**config.mk**
```make
export PLATFORM = sky130hd
export DESIGN_NAME = if_fetch_queue
export DESIGN_NICKNAME = d
export VERILOG_FILES = /design/src/rtl/if_fetch_queue.sv
export SDC_FILE = /design/constraint.sdc
export NUM_CORES = 1
export LEC_CHECK = 0
export ABC_CLOCK_PERIOD_IN_PS = 3290
export BUFFER_PORTS_ARGS = -buffer_cell sky130_fd_sc_hd__buf_2
export CAP_MARGIN = 20
export CELL_PAD_IN_SITES_DETAIL_PLACEMENT = 1
export CELL_PAD_IN_SITES_GLOBAL_PLACEMENT = 1
export CORE_AREA = 2 2 160 225
export DETAILED_ROUTE_END_ITERATION = 8
export DIE_AREA = 0 0 162 227
export PLACE_DENSITY = 0.7
export SYNTH_ARGS = -nofsm -noshare
export SYNTH_HDL_FRONTEND = slang
export SYNTH_SLANG_ARGS = --single-unit
```
**constraint.sdc**
```tcl
create_clock -name clk -period 3.29 [get_ports clk]
set_input_delay 0.658 -clock clk [delete_from_list [all_inputs] [get_ports clk]]
set_output_delay 0.658 -clock clk [all_outputs]
set_load 0.05 [all_outputs]
```
**src/rtl/if_fetch_queue.sv**
```systemverilog
// Instruction fetch front end: fetch PC, credit-limited imem requests, fetch queue to decode.
// Optional IF_PERF_CNT_EN adds saturating empty-decode and redirect cycle counters.
module if_fetch_queue #(
  parameter logic [31:0] RESET_PC = 32'h0000_0000,
  parameter int unsigned FQ_DEPTH = 4,
  parameter logic [31:0] NOP_INST = 32'h0000_0013
) (
  input  logic        clk,
  input  logic        rst_n,
  output logic        imem_req,
  output logic [31:0] imem_addr,
  input  logic        imem_gnt,
  input  logic        imem_rvalid,
  input  logic [31:0] imem_rdata,
  output logic        inst_valid,
  output logic [31:0] inst,
  output logic [31:0] inst_pc,
  input  logic        inst_ready,
  input  logic        redirect_valid,
  input  logic [31:0] redirect_pc
`ifdef IF_PERF_CNT_EN
  ,
  output logic [31:0] perf_empty_cnt,
  output logic [31:0] perf_redirect_cnt
`endif
);

  localparam int unsigned PW = $clog2(FQ_DEPTH);
  localparam int unsigned CW = PW + 1;
  localparam logic [CW:0] CAP = FQ_DEPTH[CW:0];

  logic [31:0]   r_pc;
  logic [31:0]   r_resp_pc;
  logic [CW-1:0] r_os;
  logic [CW-1:0] r_drop;
  logic [CW-1:0] r_count;
  logic [PW-1:0] r_rd_ptr;
  logic [PW-1:0] r_wr_ptr;
  logic [31:0]   r_q_pc   [FQ_DEPTH];
  logic [31:0]   r_q_inst [FQ_DEPTH];

  logic          w_issue;
  logic          w_push;
  logic          w_pop;
  logic          w_empty;
  logic [CW:0]   w_inflight;
  logic [31:0]   w_redirect_pc;

  assign w_inflight    = {1'b0, r_count} + {1'b0, r_os};
  assign w_redirect_pc = {redirect_pc[31:2], 2'b00};
  assign w_empty       = (r_count == '0);

  // Gated by rst_n so no request is presented while the block is held in reset.
  assign imem_req  = rst_n && !redirect_valid && (w_inflight < CAP);
  assign imem_addr = r_pc;
  assign w_issue   = imem_req && imem_gnt;

  assign inst_valid = !w_empty && !redirect_valid;
  assign inst       = w_empty ? NOP_INST  : r_q_inst[r_rd_ptr];
  assign inst_pc    = w_empty ? r_resp_pc : r_q_pc[r_rd_ptr];

  assign w_pop  = inst_valid && inst_ready;
  assign w_push = imem_rvalid && !redirect_valid && (r_drop == '0);

  // NOTE: sequential state uses non-blocking assignments so every register samples
  // the same pre-edge values regardless of statement order.
  always_ff @(posedge clk or negedge rst_n) begin
    if (!rst_n) begin
      r_pc      <= RESET_PC;
      r_resp_pc <= RESET_PC;
      r_os      <= '0;
      r_drop    <= '0;
      r_count   <= '0;
      r_rd_ptr  <= '0;
      r_wr_ptr  <= '0;
    end else begin
      r_os <= r_os + CW'(w_issue) - CW'(imem_rvalid);
      if (redirect_valid) begin
        // Every request still outstanding after this cycle belongs to the old path.
        r_pc      <= w_redirect_pc;
        r_resp_pc <= w_redirect_pc;
        r_drop    <= r_os - CW'(imem_rvalid);
        r_count   <= '0;
        r_rd_ptr  <= '0;
        r_wr_ptr  <= '0;
      end else begin
        if (w_issue) r_pc <= r_pc + 32'd4;
        if (imem_rvalid && (r_drop != '0)) r_drop <= r_drop - CW'(1);
        if (w_push) begin
          r_resp_pc <= r_resp_pc + 32'd4;
          r_wr_ptr  <= r_wr_ptr + PW'(1);
        end
        if (w_pop) r_rd_ptr <= r_rd_ptr + PW'(1);
        r_count <= r_count + CW'(w_push) - CW'(w_pop);
      end
    end
  end

  // NOTE: queue storage is deliberately not reset; r_count alone marks which
  // entries are meaningful, and the outputs never expose an entry beyond it.
  always_ff @(posedge clk) begin
    if (w_push) begin
      r_q_pc[r_wr_ptr]   <= r_resp_pc;
      r_q_inst[r_wr_ptr] <= imem_rdata;
    end
  end

`ifdef IF_PERF_CNT_EN
  always_ff @(posedge clk or negedge rst_n) begin
    if (!rst_n) begin
      perf_empty_cnt    <= '0;
      perf_redirect_cnt <= '0;
    end else begin
      if (inst_ready && !inst_valid && (perf_empty_cnt != '1))
        perf_empty_cnt <= perf_empty_cnt + 32'd1;
      if (redirect_valid && (perf_redirect_cnt != '1))
        perf_redirect_cnt <= perf_redirect_cnt + 32'd1;
    end
  end
`endif

endmodule

```
# [Word-level counts from Yosys, hierarchy flattened]
# Memory sizes are Yosys's and may differ from the RTL's.
# Cells that the tools add are included.
[totals] output_inout_bits=98 input_bits=70 reg_bits=77 n_memories=2 word_cells=53 ramBits=256
[mem_list] memory="r_q_inst" words=4 width=32 read_ports=1 rd_clocked_by_memory_dff=0 write_ports=1 line_no="40" source="logic [31:0] r_q_inst [FQ_DEPTH];"
[mem_list] memory="r_q_pc" words=4 width=32 read_ports=1 rd_clocked_by_memory_dff=0 write_ports=1 line_no="39" source="logic [31:0] r_q_pc [FQ_DEPTH];"
[op_classes] n_lt_le_gt_ge=1 mux=15 n_addsub=11 reduce_logical=17
[op_table] operator="$mux 32" n=6
[op_table] operator="$add 32x3->32 const B" n=2
[op_table] operator="$mux 3" n=3
[op_table] operator="$sub 3x1->3" n=3
[op_table] operator="$logic_and 1x1->1" n=8
[op_table] operator="$mux 2" n=4
[op_table] operator="$reduce_bool 2->1" n=4
[op_table] operator="$add 3x1->3" n=2
[op_table] operator="$logic_not 3->1" n=2
[op_table] operator="$add 2x1->2 const B" n=2
[op_table] operator="$add 3x3->4" n=1
[op_table] operator="$lt 4x3->1 const B" n=1
[op_table] operator="$reduce_bool 3->1" n=1
[op_table] operator="$sub 3x1->3 const B" n=1
[op_table] operator="$logic_not 1->1" n=2
[op_table] operator="$mux 1" n=2

# [Logic depth before layout (Yosys ltp)]
# Gate-level depths: netlist of the first run.
[logic_depth] ltp_word=6 depth_mapped=13 ltp_nobuf=12

# [Least setup slack after synthesis of the first run]
# No wires, ideal clock.
[synth_timing] path_type="input port to flip-flop" startpoint="input port redirect_valid" endpoint="memory r_q_inst[0][0], enable pin" slack_ps=113 stages=4 arrival_ps=2750 n_path_buf=2 required_time_ps=2863 setup_ps=427 path_cell_list="clkbuf_1 clkbuf_1 nor2_1 and2_1"
[synth_between] elab_chain_len=5
[synth_rtl] element="start: declaration" line_no="19" source="input logic redirect_valid,"
[synth_rtl] element="$logic_not 1->1" line_no="63" source="assign w_push = imem_rvalid && !redirect_valid && (r_drop == '0);"
[synth_rtl] element="$logic_and 1x1->1 (2 in series)" line_no="63"
[synth_rtl] element="$mux 1" line_no="102" source="if (w_push) begin"
[synth_rtl] element="$mux 1 (not written as such)" line_no="104" source="r_q_inst[r_wr_ptr] <= imem_rdata;"
[synth_rtl] element="end: declaration" line_no="40"
# Every way passes these cells.

# [Final worst setup path of the first run]
[layout_timing] startpoint="register r_rd_ptr[0]" endpoint="output port inst_pc[4]"
[layout_between] elab_chain_len=2
[layout_rtl] element="start: declaration" line_no="37" source="logic [PW-1:0] r_rd_ptr;"
[layout_rtl] element="start signal: assignment" line_no="93" source="if (w_pop) r_rd_ptr <= r_rd_ptr + PW'(1);"
[layout_rtl] element="$mem_v2 4x32"
[layout_rtl] element="$mux 32" line_no="60" source="assign inst_pc = w_empty ? r_resp_pc : r_q_pc[r_rd_ptr];"
[layout_rtl] element="end: declaration" line_no="17" source="output logic [31:0] inst_pc,"
# Every way passes these cells.

==> results by group, run 1 <==
Status
  • Status: finished clean

Synth
  • Ys async rst share: 0.227
  • Mapped Area: approximately 14000 µm²
  • Synth top cells by count: edfxtp_1, nand2_1, dfrtp_1
  • Register area share after synthesis: 0.675
  • Register bit total from synthesis: 321
  • Top_reg_cell synth: edfxtp_1
  • Largest cells by area after synthesis: edfxtp_1, dfrtp_1, mux4_2, nand2_1, xor2_1
  • Cells after synthesis: between 900 and 1000
  • Post-synth EDFFs: 248
  • Count of cell types in the netlist: 50
  • Avg Synthesized Cell Area: about 15 µm²
  • Post-synth top area cell: edfxtp_1
  • Top-area cell type share of the netlist area: 0.542
  • Top-count cell post-synth: edfxtp_1
  • Synth Warn #: 0

CTS
  • CTS Sinks: about 320
  • Clock transition at path regs: 0.06 ns
  • Clock latency on the worst-skew pair: 0.56 ns
  • Postcts setup bufs: 0
  • H-Tree Depth: 1
  • Clock buffer depth: 3
  • CTS tree: done
  • CTS Buf Count: 30
  • Root buffer cell: clkbuf_16

Die
  • Die width: 162 µm
  • Ports: 168
  • Core area: 34700 µm²
  • Initial Util: 0.397
  • Die Y-Extent: 227 µm
  • Rows: 81
  • Die Footprint: 36800 µm²

Placed design
  • Port-buffer cells: 161
  • Post-Place Worst Slack: 0.542 ns
  • GP Congestion: 0.797
  • Dpl hpwl: 21700 µm

Timing
  • Slew @ Worst Pin: ~1.1 ns
  • RSZ-0062 raised after global routing: no
  • Period utilisation layout: 0.948
  • Final count of hold timing violations: 0
  • Clk_skew: 0.00956 ns
  • Slack of the critical path: 0.172 ns
  • Finish-stage setup viols: 0
  • Fin. max-slew vios: 0
  • Final setup TNS: 0 ns
  • Post-route minimum period: 3.12 ns
  • F_max: 321 MHz
  • Slew HR: 0.264

Setup path
  • CP Class: reg2out
  • WP data required: 2.63 ns
  • Worst reg2reg path depth: 7
  • Crit. End Element: output port
  • Crit-path max FO: 20
  • Worst EP arrival: between 2 and 2.5 ns
  • CP Launch Type: register

Power
  • Pwr/cell area: around 850 nW/µm²
  • Leakage: around 6 nW
  • VDD IR max: 0.000511 V

GRT
  • Via count of the first global-routing pass: a little under 9000
  • Tot GR Track Use: 0.180
  • Grt total ovfl: 0
  • Initial antenna violation count: 0
  • First-pass GRT wire length: between 50000 and 60000 µm
  • Largest net degree at the start of global routing: 60

Drt
  • Detail Route Antenna Nets: 0
  • Final WL: 33000 µm
  • Drt wl/cell: approximately 21 µm
  • Residual DRC count: 0
  • Vias: 8314
  • Drt initial violations: 493
  • Via-per-instance ratio: about 5.3
  • DR pass1 iterations: 6

Worst hold path
  • Hold crit path type: in2reg
  • Hold Crit Depth: 1

Cells and area
  • Area grow syn2layout: 18.1%
  • Layout cells sized above 1: 0.286
  • Diode count: 0
  • # fillers: around 3500
  • # nets final: 1180

Job
  • Number of max-cap violations: 0
==> routing by layer <==
| metal | share of wire | GRT usage | vias to the layer above |
|---|---|---|---|
| li1 | - | - | 3787 |
| met1 | 0.42 | 0.226 | 4296 |
| met2 | 0.51 | 0.321 | 180 |
| met3 | 0.036 | 0.0237 | 51 |
| met4 | 0.032 | 0.0659 | 0 |
| met5 | 0 | 0 | - |
==> flip-flops by register name, summed over array words and instances (netlist names) <==
name,count
r_q_inst,128
r_q_pc,120
imem_addr,30
r_resp_pc,30
r_count,3
r_drop,3
r_os,3
r_rd_ptr,2
r_wr_ptr,2
==> cells in the final DEF, fill, tap and decap left out, drive strengths merged, types with 3 or more instances in the layout <==
master / Yosys / routed
edfxtp: 248 / 248
buf: 17 / 188
nand2: 139 / 139
dfrtp: 73 / 73
mux4: 62 / 62
clkbuf: 27 / 40
o21ai: 39 / 39
and2: 38 / 38
nand3: 35 / 35
xor2: 30 / 30
nor2: 26 / 26
nand4: 23 / 23
inv: 21 / 22
ha: 16 / 16
xnor2: 15 / 15
o211ai: 12 / 12
and3: 12 / 12
clkinv: 0 / 10
a21oi: 9 / 9
o311ai: 9 / 9
nor4: 7 / 7
nor3: 7 / 7
and4: 6 / 6
or3: 6 / 6
a21boi: 5 / 5
nand2b: 5 / 5
a31oi: 4 / 4
conb: 1 / 4
mux2: 4 / 4
nand3b: 3 / 3
or2: 3 / 3
bufinv: 0 / 3
==> worst paths after layout <==
| check | startpoint | to | slack, ns |
|---|---|---|---|
| min in group asynchronous | rst_n | r_os[0]$_DFF_PN0_ | 0.33 |
| max reg2reg | r_count[1]$_DFF_PN0_ | imem_addr[28]$_DFFE_PN0P_ | 0.61 |
| min | imem_rdata[18] | r_q_inst[2][18]$_DFFE_PP_ | 0.32 |
| max in group asynchronous | rst_n | r_rd_ptr[0]$_DFFE_PN0P_ | 2.01 |
| max | r_rd_ptr[0]$_DFFE_PN0P_ | inst_pc[4] | 0.17 |
| min reg2reg | r_os[0]$_DFF_PN0_ | r_os[0]$_DFF_PN0_ | 0.56 |
==> cells by family (layout without fill, tap and decap cells) <==
group / count (synthesis) / in the layout / synth area share
multiplexers: 67 / 67 / 0.106
AND/OR/NAND/NOR: 313 / 313 / 0.116
flip-flops: 321 / 321 / 0.675
buffers and inverters: 65 / 264 / 0.0205
other: 1 / 4 / 0.000273
adder cells (fa/ha/maj): 18 / 18 / 0.0175
AO/OA/AOI/OAI: 83 / 83 / 0.0373
XOR/XNOR: 45 / 45 / 0.0287
==> repair_timing <==
action                     CTS  global route
setup endpoints to repair    1             0
hold buffers                 0             0
gates resized for setup      2             0
==> power by group <==
part	switching (W)	leakage, nW	total, W	internal [W]
clock	0.00148	0.476	0.00346	0.00198
combinational	0.00379	2.38	0.00531	0.00152
sequential	0.000329	3.12	0.00497	0.00464
==> area by class of cell <==
class | instances | area (µm²) | share of cell area
timing repair buffer | 188 | 1110 | 0.0685
clock inverter | 15 | 151 | 0.00933
sequential | 321 | 9280 | 0.572
clock buffer | 40 | 817 | 0.0503
inverter | 21 | 78.8 | 0.00486
tap | 456 | 571 | 0.0352
multi-input combinational | 530 | 4220 | 0.260
==> through the flow <==
step,cells,area (µm²),hold WS [ns],total power [W],util
floorplan,916,13800,0.362,0.00890,-
global placement,1516,15300,0.545,0.0104,0.440
detailed placement,1516,15300,0.561,0.0104,0.440
CTS,1571,16200,0.283,0.0140,0.468
global route,1571,16200,0.296,0.0144,0.468
finish,1571,16200,0.316,0.0137,0.468
==> critical path: stages, from the launching register on <==
cell	delay, ns
dfrtp_4	0.70
buf_12	0.24
mux4_2	0.50
nand2_1	0.10
nand2_1	0.12
buf_2	0.24
(Power assumes the default switching activity.)
==> inputs of run 2 (changes only) <==
Settings changed: CTS_BUF_LIST from default to sky130_fd_sc_hd__clkbuf_16.
==> run 2 against run 1 <==
Wire length about the same. Setup slack improved by 0.00050 ns. Sequential power about the same. Global-route usage unchanged. Sequential share of layout area about the same. Clock power decreased by 1%. Critical endpoint unchanged. Largest cell class unchanged.
==> results by group, run 2 (synthesized netlist as in run 1, its figures left out) <==
Cells and area
  • Largest Register: r_q_inst
  • Layout cells sized above 1: 0.284 (-0.00179)
  • Most common cell after layout, fill and taps aside: edfxtp_1
  • Max reg flops: 128 (unchanged)
  • Diode count: 0 (unchanged)
  • Most frequent cells in the layout: edfxtp_1, buf_2, nand2_1
  • Non-Filler Instances: 1571 (unchanged)
  • # nets final: 1180 (unchanged)
  • Design area: 16200 µm² (about the same)
  • Area grow syn2layout: 18.0% (about the same)
  • Top Registers: r_q_inst (128), r_q_pc (120)
  • Utilization after layout: 0.468 (about the same)

Power
  • Power share of the combinational group: 0.388 (+0.002)
  • Sw frac: 0.409 (+0.00137)
  • Leakage: 6.00 nW (+0.51%)
  • Part of the power in the clock network: 0.250 (-0.002)
  • VDD IR max: 0.000511 V (about the same)
  • Pwr/cell area: 844 nW/µm² (-0.27%)
  • Seq pwr share: 0.363 (about the same)
  • P_sw: 0.00560 W (about the same)
  • Power Internal: 0.00809 W (-0.55%)
  • Design Power: 0.0137 W (-0.32%)

Setup path
  • Worst Path Buf+Inv: 2 (unchanged)
  • Slowest CP cell: dfrtp_4
  • CP Class: reg2out
  • Worst EP arrival: 2.46 ns (about the same)
  • Most used cell, CP: nand2_1
  • Largest stage delay, worst path: 0.70 ns (about the same)
  • Crit-path max FO: 20 (unchanged)
  • Crit. End Element: output port
  • CP Launch Type: register
  • Cell Chain, Critical Path: buf_12, mux4_2, nand2_1, nand2_1, buf_2
  • CP top delay family: flip-flops
  • WP data required: 2.63 ns (about the same)

GRT
  • Tot GR Track Use: 0.180 (unchanged)
  • Grt total ovfl: 0 (unchanged)
  • First-pass GRT wire length: 51100 µm (unchanged)
  • Initial antenna violation count: 0 (unchanged)
  • Via count of the first global-routing pass: 8928 (unchanged)
  • Largest net degree at the start of global routing: 60 (unchanged)

Drt
  • Detail Route Antenna Nets: 0 (unchanged)
  • Vias: 8331 (+0.20%)
  • DR pass1 iterations: 6 (unchanged)
  • Drt initial violations: 486 (-1.4%)
  • Drt wl/cell: 21.0 µm (about the same)
  • Final WL: 32900 µm (about the same)
  • Residual DRC count: 0 (unchanged)
  • Via-per-instance ratio: 5.30 (+0.20%)

CTS
  • H-Tree Depth: 1 (unchanged)
  • CTS tree: done
  • Postcts setup bufs: 0 (unchanged)
  • Root buffer cell: clkbuf_16
  • Clock transition at path regs: 0.06 ns (about the same)
  • CTS Sinks: 321 (unchanged)
  • Clock buffer depth: 3 (unchanged)
  • CTS Buf Count: 30 (unchanged)
  • Clock latency on the worst-skew pair: 0.56 ns (about the same)

Worst hold path
  • Hold crit path type: in2reg

Die
  • Die width: 162 µm (unchanged)
  • Die Footprint: 36800 µm² (unchanged)
  • Ports: 168 (unchanged)
  • Rows: 81 (unchanged)
  • Initial Util: 0.397 (unchanged)
  • Core area: 34700 µm² (unchanged)
  • Die Y-Extent: 227 µm (unchanged)

Placed design
  • Port-buffer cells: 161 (unchanged)
  • GP Congestion: 0.797 (unchanged)
  • Placement-stage cell area: 15300 µm² (unchanged)
  • Dpl hpwl: 21700 µm (unchanged)
  • Placed instance count: 1516 (unchanged)

Timing
  • Final setup TNS: 0 ns (unchanged)
  • Slew @ Worst Pin: 1.09 ns (-0.00595 ns)
  • F_max: 321 MHz (about the same)
  • Finish-stage setup viols: 0 (unchanged)
  • Post-route minimum period: 3.12 ns (-0.000500 ns)
  • Slew HR: 0.268 (+0.00398)
  • Clk_skew: 0.00960 ns (+0.0000429 ns)
  • Period utilisation layout: 0.947 (about the same)
  • Fin. max-slew vios: 0 (unchanged)
  • RSZ-0062 raised after global routing: no
  • Final count of hold timing violations: 0 (unchanged)

Job
  • Number of max-cap violations: 0 (unchanged)

Status
  • Status: finished clean
## run 2: cell types whose count changed in the layout (fill, tap and decap cells not counted), sizes merged
| cell | delta |
|---|---|
| clkbuf | -9 |
| inv | +9 |
## run 2: power groups by stage
| stage | clock [W] | combinational [W] | sequential [W] |
|---|---|---|---|
| floorplan | 0 | 0.00383 | 0.00506 |
| CTS | 0.00351 | 0.00542 | 0.00498 |
| global route | 0.00366 | 0.00567 | 0.00502 |
| finish | 0.00342 | 0.00531 | 0.00497 |
| global placement | 0 | 0.00534 | 0.00504 |
| detailed placement | 0 | 0.00538 | 0.00506 |
## run 2: repair_timing
action / in CTS / in global routing
endpoints found under the setup margin: 1 / 0
resized for setup: 2 / 0
endpoints found under the hold margin: 0 / 0
hold buffers: 0 / 0
## run 2: cell type report
cell class              instances  area [µm²]
repair buffers                188        1110
well taps                     456         571
clock inverters                24         185
clock buffers                  31         776
flip-flops and latches        321        9280
fillers                      3543       18400
inverters                      21        78.8
multi-input cells             530        4220
## run 2: stage by stage
stage | hold WS, ns | worst slack (ns)
3_3_place_gp | 0.545 | 0.575
2_1_floorplan | 0.362 | 0.113
6_report | 0.315 | 0.173
4_1_cts | 0.282 | 0.0793
5_1_grt | 0.296 | 0.0291
3_5_place_dp | 0.561 | 0.542
## run 2: worst paths after layout
kind	depth (start not counted)	start	slack, ns	to
worst max-delay path	5	r_rd_ptr[0]$_DFFE_PN0P_	0.17	inst_pc[4]
worst min-delay path	1	imem_rdata[18]	0.32	r_q_inst[2][18]$_DFFE_PP_
worst max register to register	7	r_count[1]$_DFF_PN0_	0.62	imem_addr[28]$_DFFE_PN0P_
worst min register to register	1	r_os[0]$_DFF_PN0_	0.56	r_os[0]$_DFF_PN0_
max in group asynchronous	3	rst_n	2.01	r_rd_ptr[0]$_DFFE_PN0P_
min in group asynchronous	2	rst_n	0.33	r_os[0]$_DFF_PN0_
## run 2: per-layer routing
layer	share of wire	wire length [µm]	GRT usage	up-vias
li1	-	-	-	3790
met2	0.51	16800	0.321	191
met4	0.032	1060	0.0659	0
met1	0.42	13800	0.226	4297
met3	0.037	1230	0.0237	53
met5	0	0	0	-
==> inputs of run 3 (changes only) <==
Settings changed: ABC_CLOCK_PERIOD_IN_PS 3290 to 3000.
Clock period 3.29 ns to 3 ns, I/O delays scaled along.
==> run 3 against run 2 <==
Die area unchanged. Highest routed layer unchanged. Critical path depth decreased by 1. Cell area increased by 0.49%. Critical path type unchanged.
==> results by group, run 3 (synthesized netlist as in run 1, its figures left out) <==
GRT
  • Grt total ovfl: 0 (unchanged)
  • Largest net degree at the start of global routing: 63 (+5.0%)
  • Initial antenna violation count: 0 (unchanged)
  • First-pass GRT wire length: 51900 µm (+1.5%)
  • Tot GR Track Use: 0.184 (+0.00381)
  • Via count of the first global-routing pass: 9020 (+1.0%)

Placed design
  • GP Congestion: 0.809 (+1.5%)
  • Dpl hpwl: 21800 µm (+0.40%)
  • Port-buffer cells: 161 (unchanged)

Cells and area
  • Largest Register: r_q_inst
  • Layout cells sized above 1: 0.286 (+0.00128)
  • # nets final: 1190 (+0.85%)
  • # fillers: 3555 (+0.34%)
  • Top Registers: r_q_inst (128), r_q_pc (120)
  • Most frequent cells in the layout: edfxtp_1, buf_2, nand2_1
  • Most common cell after layout, fill and taps aside: edfxtp_1
  • Diode count: 0 (unchanged)
  • Area grow syn2layout: 18.6%
  • Utilization after layout: 0.470 (+0.00227)
  • Max reg flops: 128 (unchanged)

Timing
  • Period utilisation layout: 0.941
  • Clk_skew: 0.0141 ns (+0.00448 ns)
  • Finish-stage setup viols: 0 (unchanged)
  • Post-route minimum period: 2.82 ns
  • Slew HR: 0.314 (+0.0464)
  • Fin. max-slew vios: 0 (unchanged)
  • Final setup TNS: 0 ns (unchanged)
  • F_max: around 350 MHz
  • RSZ-0062 raised after global routing: no
  • Slew @ Worst Pin: 1.02 ns (-0.0693 ns)
  • Final count of hold timing violations: 0 (unchanged)

Power
  • Pwr/cell area: 925 nW/µm² (+9.6%)
  • VDD IR max: 0.000459 V (-10%)
  • Leakage: 6.06 nW (+0.86%)

Drt
  • Drt wl/cell: 21.1 µm (+0.76%)
  • Final WL: 33400 µm (+1.3%)
  • DR pass1 iterations: 5 (-1)
  • Residual DRC count: 0 (unchanged)
  • Via-per-instance ratio: 5.29 (-0.30%)
  • Vias: 8354 (+0.28%)
  • Drt initial violations: 359 (-26%)
  • Detail Route Antenna Nets: 0 (unchanged)

CTS
  • Clock buffer depth: 3 (unchanged)
  • Clock transition at path regs: 0.06 ns (about the same)
  • Root buffer cell: clkbuf_16
  • CTS Buf Count: 34 (+13%)
  • CTS tree: done
  • CTS Sinks: 321 (unchanged)
  • H-Tree Depth: 2 (+1)
  • Clock latency on the worst-skew pair: 0.51 ns (-0.05 ns)

Job
  • Number of max-cap violations: 0 (unchanged)

Setup path
  • Crit. End Element: output port
  • CP Class: reg2out
  • Worst EP arrival: 2.22 ns (-0.24 ns)
  • Crit-path max FO: 8 (-60%)
  • WP data required: 2.40 ns (-0.23 ns)
  • CP Launch Type: register

Die
  • Rows: 81 (unchanged)
  • Die width: 162 µm (unchanged)
  • Initial Util: 0.397 (unchanged)
  • Ports: 168 (unchanged)
  • Die Y-Extent: 227 µm (unchanged)
  • Core area: 34700 µm² (unchanged)
  • Die Footprint: 36800 µm² (unchanged)

Worst hold path
  • Hold crit path type: in2async

Status
  • Status: finished clean
run 3: cell types whose count changed in the layout (fill, tap and decap cells not counted):
cell,delta
and2_2,+4
and2_4,-4
buf_12,+2
buf_4,+4
bufinv_16,-3
clkbuf_16,+4
clkinv_1,+2
clkinv_2,-3
inv_1,+3
o21ai_0,-2
o21ai_1,+2
run 3: per-layer routing:
metal | vias up | share of wire | GRT usage
met3 | 54 | 0.039 | 0.0275
met1 | 4293 | 0.41 | 0.228
met5 | - | 0 | 0
met2 | 199 | 0.52 | 0.332
met4 | 0 | 0.027 | 0.0599
li1 | 3808 | - | -
run 3: cell type report:
type | instances | area [µm²] | area share
Clock buffer | 35 | 876 | 0.0537
Clock inverter | 23 | 98.8 | 0.00606
Inverter | 21 | 78.8 | 0.00484
Multi-Input combinational cell | 530 | 4220 | 0.259
Sequential cell | 321 | 9280 | 0.569
Tap cell | 456 | 571 | 0.0350
Timing Repair Buffer | 194 | 1180 | 0.0725
run 3: critical path, cell delays in order, from the launching register on:
cell	delay [ns]
dfrtp_4	0.53
buf_12	0.17
mux4_2	0.49
or2_2	0.29
buf_2	0.22
run 3: repair_timing:
| item | 4_1_cts | 5_1_grt |
|---|---|---|
| setup buffers | 4 | 0 |
| endpoints found under the setup margin | 28 | 0 |
| hold endpoints to repair | 0 | 0 |
| hold buffers | 0 | 0 |
| resized for setup | 4 | 0 |
run 3: stage by stage:
step | setup slack (ns) | cells | total power (W) | instance area [µm²] | hold slack [ns]
3_5_place_dp | 0.313 | 1518 | 0.0115 | 15300 | 0.553
3_3_place_gp | 0.389 | 1518 | 0.0114 | 15300 | 0.549
2_1_floorplan | 0.153 | 916 | 0.00975 | 13800 | 0.304
4_1_cts | 0.104 | 1580 | 0.0153 | 16300 | 0.228
5_1_grt | 0.0766 | 1580 | 0.0158 | 16300 | 0.226
6_report | 0.176 | 1580 | 0.0151 | 16300 | 0.204
run 3: final timing paths:
| kind | endpoint | start | slack [ns] | depth (start not counted) |
|---|---|---|---|---|
| worst max-delay path | inst[4] | r_rd_ptr[0]$_DFFE_PN0P_ | 0.18 | 4 |
| worst min-delay path | r_os[0]$_DFF_PN0_ | rst_n | 0.20 | 2 |
| worst max register to register | imem_addr[5]$_DFFE_PN0P_ | r_count[1]$_DFF_PN0_ | 0.39 | 7 |
| worst min register to register | r_os[0]$_DFF_PN0_ | r_os[0]$_DFF_PN0_ | 0.57 | 1 |
| max in group asynchronous | r_rd_ptr[1]$_DFFE_PN0P_ | rst_n | 1.77 | 3 |
| min in group clk | r_q_inst[2][1]$_DFFE_PP_ | imem_rdata[1] | 0.31 | 1 |
run 3: power breakdown:
group	total (W)	internal, W	switching [W]
Combinational	0.00595	0.00175	0.00420
Sequential	0.00540	0.00509	0.000306
Clock	0.00374	0.00210	0.00164
